<file path="src/rtl/seq_lock_pkg.sv">
// Shared constants for the combination lock: FSM state encodings, default secret
// and a small sizing helper.
package seq_lock_pkg;

    localparam int unsigned DEF_SYM_W    = 3;
    localparam int unsigned DEF_CODE_LEN = 4;

    // Symbol 0 sits in the MSBs.
    localparam logic [DEF_CODE_LEN*DEF_SYM_W-1:0] DEFAULT_CODE = {3'd1, 3'd2, 3'd4, 3'd7};

    localparam int unsigned ST_W = 2;
    localparam logic [1:0] ST_IDLE     = 2'd0;
    localparam logic [1:0] ST_ENTRY    = 2'd1;
    localparam logic [1:0] ST_UNLOCKED = 2'd2;
    localparam logic [1:0] ST_LOCKOUT  = 2'd3;

    function automatic int unsigned max3(input int unsigned a, input int unsigned b,
                                         input int unsigned c);
        int unsigned m;
        m = (a > b) ? a : b;
        return (m > c) ? m : c;
    endfunction

endpackage

</file>
<file path="src/rtl/seq_lock_if.sv">
// Switch/button inputs and status outputs of the combination lock.
interface seq_lock_if #(
    parameter int unsigned SYM_W = 3
);
    logic [SYM_W-1:0] sym;
    logic             enter;
    logic             unlock;
    logic             lockout;
    logic [3:0]       progress;
    logic [3:0]       fail_cnt;

    modport master (output sym, output enter,
                    input unlock, input lockout, input progress, input fail_cnt);
    modport slave  (input sym, input enter,
                    output unlock, output lockout, output progress, output fail_cnt);
endinterface

</file>
<file path="src/rtl/tick_gen.sv">
// Free-running prescaler: one-cycle tick every PSC_MAX clock cycles.
module tick_gen #(
    parameter int unsigned PSC_MAX = 50_000_000
) (
    input  logic clk,
    input  logic rst_n,
    output logic tick
);
    localparam int unsigned CNT_W = (PSC_MAX > 1) ? $clog2(PSC_MAX) : 1;

    logic [CNT_W-1:0] r_cnt;
    logic             r_tick;
    logic             w_wrap;

    assign w_wrap = (r_cnt == CNT_W'(PSC_MAX - 1));

    always_ff @(posedge clk or negedge rst_n) begin
        if (!rst_n) begin
            r_cnt  <= '0;
            r_tick <= 1'b0;
        end else begin
            r_cnt  <= w_wrap ? '0 : r_cnt + CNT_W'(1);
            r_tick <= w_wrap;
        end
    end

    assign tick = r_tick;
endmodule

</file>
<file path="src/rtl/seq_lock.sv">
// Sequential-code lock: synchronised switch/button entry, tick-timed unlock,
// entry timeout and lockout after repeated wrong codes.
module seq_lock
    import seq_lock_pkg::*;
#(
    parameter int unsigned                  SYM_W         = DEF_SYM_W,
    parameter int unsigned                  CODE_LEN      = DEF_CODE_LEN,
    parameter logic [CODE_LEN*SYM_W-1:0]    CODE          = DEFAULT_CODE,
    parameter int unsigned                  MAX_FAIL      = 3,
    parameter int unsigned                  PSC_MAX       = 50_000_000,
    parameter int unsigned                  UNLOCK_TICKS  = 5,
    parameter int unsigned                  LOCKOUT_TICKS = 10,
    parameter int unsigned                  TIMEOUT_TICKS = 8
) (
    input  logic       clk,
    input  logic       rst_n,
    seq_lock_if.slave  lock_bus
);
    localparam int unsigned PROG_W = $clog2(CODE_LEN + 1);
    localparam int unsigned FAIL_W = $clog2(MAX_FAIL + 1);
    localparam int unsigned DUR_W  = $clog2(max3(UNLOCK_TICKS, LOCKOUT_TICKS, TIMEOUT_TICKS) + 1);

    logic [1:0]        r_rst_sync;
    logic              w_rst_n;
    logic [SYM_W-1:0]  r_sym_s1, r_sym_s2;
    logic              r_en_s1, r_en_s2, r_en_d;
    logic [1:0]        r_rdy;
    logic              r_armed;
    logic              w_press;
    logic              w_tick;
    logic [ST_W-1:0]   r_state, w_state_nxt;
    logic [PROG_W-1:0] r_progress, w_progress_nxt;
    logic              r_mismatch, w_mismatch_nxt;
    logic [FAIL_W-1:0] r_fail, w_fail_nxt, w_fail_inc;
    logic [DUR_W-1:0]  r_dur, w_dur_nxt;
    logic              r_unlock, r_lockout;
    logic [SYM_W-1:0]  w_exp_sym;
    logic              w_sym_bad;

    // Async assert, sync release of the internal reset.
    always_ff @(posedge clk or negedge rst_n) begin
        if (!rst_n) r_rst_sync <= 2'b00;
        else        r_rst_sync <= {r_rst_sync[0], 1'b1};
    end
    assign w_rst_n = r_rst_sync[1];

    // Input synchronisers; r_armed blocks a button already held at reset release.
    always_ff @(posedge clk or negedge w_rst_n) begin
        if (!w_rst_n) begin
            r_sym_s1 <= '0;
            r_sym_s2 <= '0;
            r_en_s1  <= 1'b0;
            r_en_s2  <= 1'b0;
            r_en_d   <= 1'b0;
            r_rdy    <= 2'b00;
            r_armed  <= 1'b0;
        end else begin
            r_sym_s1 <= lock_bus.sym;
            r_sym_s2 <= r_sym_s1;
            r_en_s1  <= lock_bus.enter;
            r_en_s2  <= r_en_s1;
            r_en_d   <= r_en_s2;
            r_rdy    <= {r_rdy[0], 1'b1};
            r_armed  <= r_armed | (r_rdy[1] & ~r_en_s2);
        end
    end
    assign w_press = r_armed & r_en_s2 & ~r_en_d;

    tick_gen #(.PSC_MAX(PSC_MAX)) u_tick (
        .clk   (clk),
        .rst_n (w_rst_n),
        .tick  (w_tick)
    );

    // Expected symbol for the current position (progress is 0 in IDLE).
    always_comb begin
        w_exp_sym = '0;
        for (int i = 0; i < int'(CODE_LEN); i++) begin
            if (r_progress == PROG_W'(i))
                w_exp_sym = CODE[(int'(CODE_LEN) - 1 - i) * int'(SYM_W) +: SYM_W];
        end
    end
    assign w_sym_bad  = (r_sym_s2 != w_exp_sym);
    assign w_fail_inc = (r_fail >= FAIL_W'(MAX_FAIL)) ? r_fail : r_fail + FAIL_W'(1);

    always_comb begin
        w_state_nxt    = r_state;
        w_progress_nxt = r_progress;
        w_mismatch_nxt = r_mismatch;
        w_fail_nxt     = r_fail;
        w_dur_nxt      = w_tick ? r_dur + DUR_W'(1) : r_dur;
        case (r_state)
            ST_IDLE: begin
                w_dur_nxt = '0;
                if (w_press) begin
                    w_state_nxt    = ST_ENTRY;
                    w_progress_nxt = PROG_W'(1);
                    w_mismatch_nxt = w_sym_bad;
                end
            end
            ST_ENTRY: begin
                if (r_progress == PROG_W'(CODE_LEN)) begin
                    w_progress_nxt = '0;
                    w_mismatch_nxt = 1'b0;
                    w_dur_nxt      = '0;
                    if (!r_mismatch) begin
                        w_state_nxt = ST_UNLOCKED;
                        w_fail_nxt  = '0;
                    end else begin
                        w_fail_nxt  = w_fail_inc;
                        w_state_nxt = (w_fail_inc == FAIL_W'(MAX_FAIL)) ? ST_LOCKOUT : ST_IDLE;
                    end
                end else if (w_press) begin
                    // A press outranks a coincident tick and restarts the timeout.
                    w_progress_nxt = r_progress + PROG_W'(1);
                    w_mismatch_nxt = r_mismatch | w_sym_bad;
                    w_dur_nxt      = '0;
                end else if (w_tick && (r_dur == DUR_W'(TIMEOUT_TICKS - 1))) begin
                    w_state_nxt    = ST_IDLE;
                    w_progress_nxt = '0;
                    w_mismatch_nxt = 1'b0;
                    w_dur_nxt      = '0;
                end
            end
            ST_UNLOCKED: begin
                if (w_tick && (r_dur == DUR_W'(UNLOCK_TICKS - 1))) begin
                    w_state_nxt = ST_IDLE;
                    w_dur_nxt   = '0;
                end
            end
            ST_LOCKOUT: begin
                if (w_tick && (r_dur == DUR_W'(LOCKOUT_TICKS - 1))) begin
                    w_state_nxt = ST_IDLE;
                    w_fail_nxt  = '0;
                    w_dur_nxt   = '0;
                end
            end
            default: begin
                w_state_nxt    = ST_IDLE;
                w_progress_nxt = '0;
                w_mismatch_nxt = 1'b0;
                w_dur_nxt      = '0;
            end
        endcase
    end

    always_ff @(posedge clk or negedge w_rst_n) begin
        if (!w_rst_n) begin
            r_state    <= ST_IDLE;
            r_progress <= '0;
            r_mismatch <= 1'b0;
            r_fail     <= '0;
            r_dur      <= '0;
            r_unlock   <= 1'b0;
            r_lockout  <= 1'b0;
        end else begin
            r_state    <= w_state_nxt;
            r_progress <= w_progress_nxt;
            r_mismatch <= w_mismatch_nxt;
            r_fail     <= w_fail_nxt;
            r_dur      <= w_dur_nxt;
            r_unlock   <= (w_state_nxt == ST_UNLOCKED);
            r_lockout  <= (w_state_nxt == ST_LOCKOUT);
        end
    end

    assign lock_bus.unlock   = r_unlock;
    assign lock_bus.lockout  = r_lockout;
    assign lock_bus.progress = 4'(r_progress);
    assign lock_bus.fail_cnt = 4'(r_fail);
endmodule

</file>
<file path="src/flat_wrapper.sv">
// flat-port wrapper written by rule: the top's interface ports become plain ports
module seq_lock_flat import seq_lock_pkg::*;
#(
    parameter int unsigned                  SYM_W         = DEF_SYM_W,
    parameter int unsigned                  CODE_LEN      = DEF_CODE_LEN,
    parameter logic [CODE_LEN*SYM_W-1:0]    CODE          = DEFAULT_CODE,
    parameter int unsigned                  MAX_FAIL      = 3,
    parameter int unsigned                  PSC_MAX       = 50_000_000,
    parameter int unsigned                  UNLOCK_TICKS  = 5,
    parameter int unsigned                  LOCKOUT_TICKS = 10,
    parameter int unsigned                  TIMEOUT_TICKS = 8
)
  (clk, rst_n, lock_bus_sym, lock_bus_enter, lock_bus_unlock, lock_bus_lockout, lock_bus_progress, lock_bus_fail_cnt);
  seq_lock_if #(.SYM_W(SYM_W)) lock_bus_i ();
  input  logic clk;
  input  logic rst_n;
  input wire logic [$bits(lock_bus_i.sym)-1:0] lock_bus_sym;
  input wire logic [$bits(lock_bus_i.enter)-1:0] lock_bus_enter;
  output wire logic [$bits(lock_bus_i.unlock)-1:0] lock_bus_unlock;
  output wire logic [$bits(lock_bus_i.lockout)-1:0] lock_bus_lockout;
  output wire logic [$bits(lock_bus_i.progress)-1:0] lock_bus_progress;
  output wire logic [$bits(lock_bus_i.fail_cnt)-1:0] lock_bus_fail_cnt;
  assign lock_bus_i.sym = lock_bus_sym;
  assign lock_bus_i.enter = lock_bus_enter;
  assign lock_bus_unlock = lock_bus_i.unlock;
  assign lock_bus_lockout = lock_bus_i.lockout;
  assign lock_bus_progress = lock_bus_i.progress;
  assign lock_bus_fail_cnt = lock_bus_i.fail_cnt;
  seq_lock #(.SYM_W(SYM_W), .CODE_LEN(CODE_LEN), .CODE(CODE), .MAX_FAIL(MAX_FAIL), .PSC_MAX(PSC_MAX), .UNLOCK_TICKS(UNLOCK_TICKS), .LOCKOUT_TICKS(LOCKOUT_TICKS), .TIMEOUT_TICKS(TIMEOUT_TICKS)) u_core (.clk(clk), .rst_n(rst_n), .lock_bus(lock_bus_i));
endmodule
</file>
<file path="config.mk">
export PLATFORM = sky130hd
export DESIGN_NAME = seq_lock_flat
export DESIGN_NICKNAME = d
export VERILOG_FILES = /design/src/rtl/seq_lock_pkg.sv /design/src/rtl/seq_lock_if.sv /design/src/rtl/tick_gen.sv /design/src/rtl/seq_lock.sv /design/src/flat_wrapper.sv
export SDC_FILE = /design/constraint.sdc
export NUM_CORES = 1
export LEC_CHECK = 0
export ABC_CLOCK_PERIOD_IN_PS = 4400
export BUFFER_PORTS_ARGS = -buffer_cell sky130_fd_sc_hd__clkbuf_2
export CAP_MARGIN = 40
export CORE_AREA = 5 5 74 76
export CTS_CLUSTER_SIZE = 12
export DETAILED_ROUTE_END_ITERATION = 16
export DIE_AREA = 0 0 79 81
export HOLD_SLACK_MARGIN = 0.1
export PLACE_DENSITY = 0.71
export SYNTH_ARGS = -nofsm -noshare
export SYNTH_HDL_FRONTEND = slang
export SYNTH_SLANG_ARGS = --single-unit
</file>
<file path="constraint.sdc">
create_clock -name clk -period 4.4 [get_ports clk]
set_input_delay 1.32 -clock clk [delete_from_list [all_inputs] [get_ports clk]]
set_output_delay 1.32 -clock clk [all_outputs]
set_load 0.005 [all_outputs]
</file>
---- Word-level counts from Yosys, hierarchy flattened ----
Cells that the tools add are included.
cells by class
  reduce and logical (&&, ||, !) cells .... 9
  $lt $le $gt $ge ......................... 1
  multiplexer cells ....................... 36
  bitwise operators ....................... 7
  equality and inequality tests ........... 19
  add/subtract/negate cells ............... 4
operators by type and width
  kind                     number
  $add A26 B1 Y26 const B  1
  $eq A26 B26 Y1 const B   1
  $mux W26                 1
  $mux W2                  12
  $mux W4                  6
  $mux W3                  7
  $pmux W4 S4              1
  $eq A2 B2 Y1 const B     5
  $eq A4 B3 Y1 const B     2
  $pmux W2 S4              1
  $eq A3 B2 Y1 const B     2
  $ne A2 B1 Y1 const B     3
  $pmux W3 S2              1
  $reduce_and A3 Y1        2
  $mux W1                  5
  $add A4 B1 Y4 const B    1
  $eq A4 B4 Y1 const B     1
  $ne A4 B1 Y1 const B     1
  $pmux W2 S2              1
  $reduce_bool A2 Y1       2
  $add A3 B1 Y3 const B    1
  $and A1 B1 Y1            3
  $eq A3 B1 Y1 const B     1
  $eq A3 B3 Y1 const B     1
  other kinds (10)         14
storage, ports and cells
  register bits ........................... 55
  logic and storage cells ................. 93
  bits of input ports ..................... 6
  output and inout port bits .............. 10

---- Longest topological paths before layout ----
  depth after elaboration ................. 10
  mapped depth ............................ 9

---- Hierarchy ----
A second synthesis with hierarchy kept.
unflattened totals
  cell total of the unflattened synthesis .. 252
  area, all modules ....................... 2671.3 µm²
by module, submodules not included
  module    instances  cells each  seq. area each (µm²)  area an instance (µm²)
  tick_gen  1          135         675.6                 1362.6
  seq_lock  1          117         700.7                 1308.8

---- Worst setup path before layout ----
No wires, ideal clock.
  path kind ............................... register to register
  start ................................... register u_core.r_progress[0]
  end ..................................... register u_core.r_progress[0]
  setup time .............................. 0.138 ns
  data arrival time ....................... 1.756 ns
  required time ........................... 4.262 ns
  clock period less this slack ............ 1.894 ns
  slack ................................... 2.506 ns
  path buffers ............................ 1
  stages on the path, launching flop included .. 9
  path through ............................ dfrtp_1 > inv_1 > ha_1 > and2_1 > clkbuf_1 > o21ai_0 > a21o_1 > a2111oi_0 > a21oi_1
on the way
  longest elaborated chain between the ends .. 4
  elaborated cells on any way between the ends .. 7
  those cells by class .................... add/sub (1); eq/ne (2); mux (3); reduce/logical (1)
RTL lines
  item                    RTL line         RTL
  start, declared         seq_lock.sv:32   logic [PROG_W-1:0] r_progress, w_progress_nxt;
  start signal, assigned  seq_lock.sv:158  r_progress <= w_progress_nxt;
  $add A3 B1 Y3           seq_lock.sv:115  w_progress_nxt = r_progress + PROG_W'(1);
  $mux W3                 seq_lock.sv:113  end else if (w_press) begin
  $mux W3                 seq_lock.sv:102  if (r_progress == PROG_W'(CODE_LEN)) begin
  $pmux W3 S2             seq_lock.sv:92   case (r_state)
Parallel ways exist; a longest one is shown, timed or not.
A chain may end at the register's enable or synchronous reset.

---- Worst setup path after layout ----
  start ................................... register u_core.u_tick.r_cnt[0]
  end ..................................... register u_core.u_tick.r_cnt[15]
on the way
  longest elaborated chain between the ends .. 2
  elaborated cells on any way between the ends .. 3
  those cells by class .................... add/sub (1); eq/ne (1); mux (1)
RTL lines
  item                                                      RTL line                        RTL
  start, declared                                           tick_gen.sv:11                  logic [CNT_W-1:0] r_cnt;
  start signal, assigned                                    tick_gen.sv:22                  r_cnt <= w_wrap ? '0 : r_cnt + CNT_W'(1);
  $add A26 B1 Y26 / $eq A26 B26 Y1 (equally long branches)  tick_gen.sv:22, tick_gen.sv:15
  $mux W26 (*)                                              tick_gen.sv:22
Mark *: on every way between the ends. The rest lies on a longest branch, timed or not.

==> results.ini <==
[outcome]
outcome = finished clean

[synth]
synth_area_per_cell_um2 = 10.6
syn_area_mm2 = 0.00249
syn_inst = 234
yosys_warnings = 0
ys_seq_elements = 55
synth_sequential_area_ratio = 0.554
yosysUniqueCellTypes = 42

[power]
p_int_uw = 819
p_per_area_mw_per_mm2 = 425
seqPwrFrac = 0.515
p_sw_frac = 0.291
switchingPower_uw = 336
vdd_ir_drop_max_uv = 220
comb_power_share = 0.193
clock_power_share = 0.292
leakage_uw = 0.00129

[cts]
clock_latency_ns = 0.31
clkSinkCount = 55
cts_hold_buf = 0
cts_root_buf = clkbuf_8
path_clk_slew_ns = 0.10
cts.path.max_buffers = 2
post_cts_resize_count = 0
tritoncts = built
cts-htree-levels = 2
numCtsBuffers = 5
post_cts_buffers = 0

[die]
rows = 25
die_w_um = 79
die_h_um = 81
initial_core_util = 0.533
die_area_mm2 = 0.00640
ios = 16
core_area_mm2 = 0.00466

[placement]
globalplace.congestion = 0.816
dp_slack_ns = 2.15
portBuffers = 12
dpl_cell_area_mm2 = 0.00260
hpwl_um = 2730

[timing]
tightest_slew_ns = 0.556
period_share = 0.509
slew_violations = 0
worst_slack_ns = 2.16
setup_viol = 0
finClkSkew_ns = 0.00671
relSlewSlack = 0.629
final.setup.tns_ns = 0
fin_crit_ns = 2.24
hold_violations = 0
rsz0062_at_grt = false
fmax_ghz = 0.446

[min_path]
hold_class = reg2async

[global_route]
grt_pass1_wl_um = 6890
antenna_found_initial = 0
grt_pass1_vias = 1551
grt_usage = 0.135
overflow = 0
grt_max_degree = 39

[detailed_routing]
ant_nets = 0
routed_wl_um = 3840
drc = 0
drt-initial-drc-count = 69
drt_pass1_iterations = 4
vias = 1596
wl_per_cell_um = 12.6
vias_per_cell = 5.23

[layout]
area_growth_pct = 9.41
diodes = 0
fin_area_mm2 = 0.00272
drive_gt1_frac = 0.0996
nets = 265

[setup_path]
reg2regPathDepth = 6
path_class = reg2reg
r2r-start = u_core.u_tick.r_cnt[0]$_DFF_PN0_
endpoint_kind = flop
critical_path_required_ns = 4.60
rrSetupSlack_ns = 2.16
r2r_end = u_core.u_tick.r_cnt[15]$_DFF_PN0_
worstPathArrival_ns = 2.44
start_kind = flop
path_max_fanout = 17

[flow_run]
cap_viol_max_count = 0

-- placed cells by master (no fill, tap or decap), drive strengths merged, types with 2 or more instances in the layout --
| cell type | synthesis | final |
|---|---|---|
| nand4 | 7 | 7 |
| nor4 | 2 | 2 |
| xor2 | 14 | 14 |
| a21oi | 5 | 5 |
| mux2i | 3 | 3 |
| inv | 14 | 15 |
| and2 | 2 | 2 |
| nor3 | 3 | 3 |
| and3 | 5 | 5 |
| dfrtp | 55 | 55 |
| nor2b | 5 | 5 |
| nor2 | 30 | 30 |
| o21ai | 8 | 8 |
| ha | 9 | 9 |
| nand2 | 17 | 17 |
| conb | 2 | 5 |
| nand2b | 2 | 2 |
| nand3b | 4 | 4 |
| nand3 | 10 | 10 |
| xnor2 | 9 | 9 |
| a31oi | 4 | 4 |
| a21o | 2 | 2 |
| clkbuf | 2 | 17 |
-- critical path, cell delays in order, from the launching register on --
cell	delay, ns
dfrtp_1	0.39
ha_1	0.19
nand3_1	0.16
nor2_1	0.42
and3_1	0.60
o21ai_1	0.14
a22o_1	0.24
-- flip-flops by register name (all words and copies together), names as in the netlist --
| signal | flops |
|---|---|
| u_core.r_sym_s2 | 3 |
| u_core.lock_bus.lockout | 1 |
| u_core.r_progress | 3 |
| u_core.lock_bus.unlock | 1 |
| u_core.r_en_s1 | 1 |
| u_core.r_en_s2 | 1 |
| u_core.r_state | 2 |
| u_core.r_armed | 1 |
| u_core.r_dur | 4 |
| u_core.r_fail | 2 |
| u_core.r_en_d | 1 |
| u_core.r_mismatch | 1 |
| u_core.r_rdy | 2 |
| u_core.u_tick.tick | 1 |
| u_core.u_tick.r_cnt | 26 |
| u_core.r_rst_sync | 2 |
| u_core.r_sym_s1 | 3 |
-- power groups by stage --
stage	clock network [µW]	logic (µW)	registers (µW)
global placement	0	214	610
floorplan	0	156	603
finish	338	223	594
detailed placement	0	225	605
global route	371	262	603
CTS	349	226	595
-- kinds of logic after synthesis --
kind of cell,Yosys count,synth area share
adder cells (fa/ha/maj),9,0.0453
multiplexers,4,0.0166
flip-flops,55,0.554
AND/OR/NAND/NOR,92,0.188
other,2,0.00302
AO/OA/AOI/OAI,28,0.0745
buffers and inverters,21,0.0382
XOR/XNOR,23,0.0810
-- synthesized netlist by cell type (all sizes together) --
cell | count | area (µm²)
and4b | 1 | 10.0
or4b | 1 | 10.0
conb | 2 | 7.51
o21ai | 8 | 40.0
nor2 | 30 | 113
clkbuf | 2 | 7.51
nand4 | 7 | 43.8
nand4b | 1 | 8.76
and3 | 5 | 31.3
xor2 | 14 | 123
nand2b | 2 | 12.5
or4 | 1 | 7.51
a21oi | 5 | 25.0
nor3 | 3 | 15.0
a32o | 1 | 10.0
a221o | 1 | 10.0
a21o | 2 | 15.0
nand3b | 4 | 30.0
inv | 14 | 52.6
a31oi | 4 | 25.0
a2111oi | 1 | 8.76
buf | 5 | 35.0
mux2i | 3 | 30.0
dfrtp | 55 | 1380
nor4 | 2 | 18.8
nand3 | 10 | 50.1
nor4b | 1 | 8.76
ha | 9 | 113
mux2 | 1 | 11.3
a22o | 1 | 8.76
a221oi | 1 | 8.76
o221ai | 1 | 8.76
a31o | 1 | 8.76
nor2b | 5 | 31.3
o31ai | 1 | 7.51
a41oi | 1 | 8.76
nand2 | 17 | 63.8
xnor2 | 9 | 78.8
and2 | 2 | 12.5
-- metrics by stage --
step                hold slack [ns]  utilization  power, µW  std cells
detailed placement            0.184        0.559        830        297
CTS                           0.191        0.584       1170        305
global placement              0.333        0.554        824        296
floorplan                     0.331            -        759        237
finish                        0.174        0.584       1150        305
global route                  0.214        0.584       1230        305
-- worst max-delay path by stage --
stage	from	endpoint	slack, ns	cells past startpoint
final	u_core.u_tick.r_cnt[0]$_DFF_PN0_	u_core.u_tick.r_cnt[15]$_DFF_PN0_	2.16	6
after global placement	u_core.u_tick.r_cnt[11]$_DFF_PN0_	u_core.u_tick.r_cnt[15]$_DFF_PN0_	2.23	5
after global routing	u_core.u_tick.r_cnt[0]$_DFF_PN0_	u_core.u_tick.r_cnt[15]$_DFF_PN0_	1.93	6
after CTS	u_core.u_tick.r_cnt[0]$_DFF_PN0_	u_core.u_tick.r_cnt[15]$_DFF_PN0_	2.15	6
after floorplan	u_core.r_progress[0]$_DFFE_PN0P_	u_core.r_progress[0]$_DFFE_PN0P_	2.51	8
after detailed placement	u_core.u_tick.r_cnt[0]$_DFF_PN0_	u_core.u_tick.r_cnt[15]$_DFF_PN0_	2.15	6
-- per-layer routing --
metal  wire length, µm  vias up  GRT usage
met5                 0        -          0
li1                  -      822          -
met1              1860      741      0.184
met3               123        7     0.0344
met4                44        0     0.0378
met2              1810       26      0.215
-- cell type report --
class | count | area [µm²]
inverter | 14 | 52.6
tap | 54 | 67.6
timing repair buffer | 13 | 80.1
clock inverter | 3 | 47.5
fill | 389 | 1940
multi-input combinational | 161 | 1030
sequential | 55 | 1380
clock buffer | 5 | 68.8
Power figures use the tool's default switching activity.
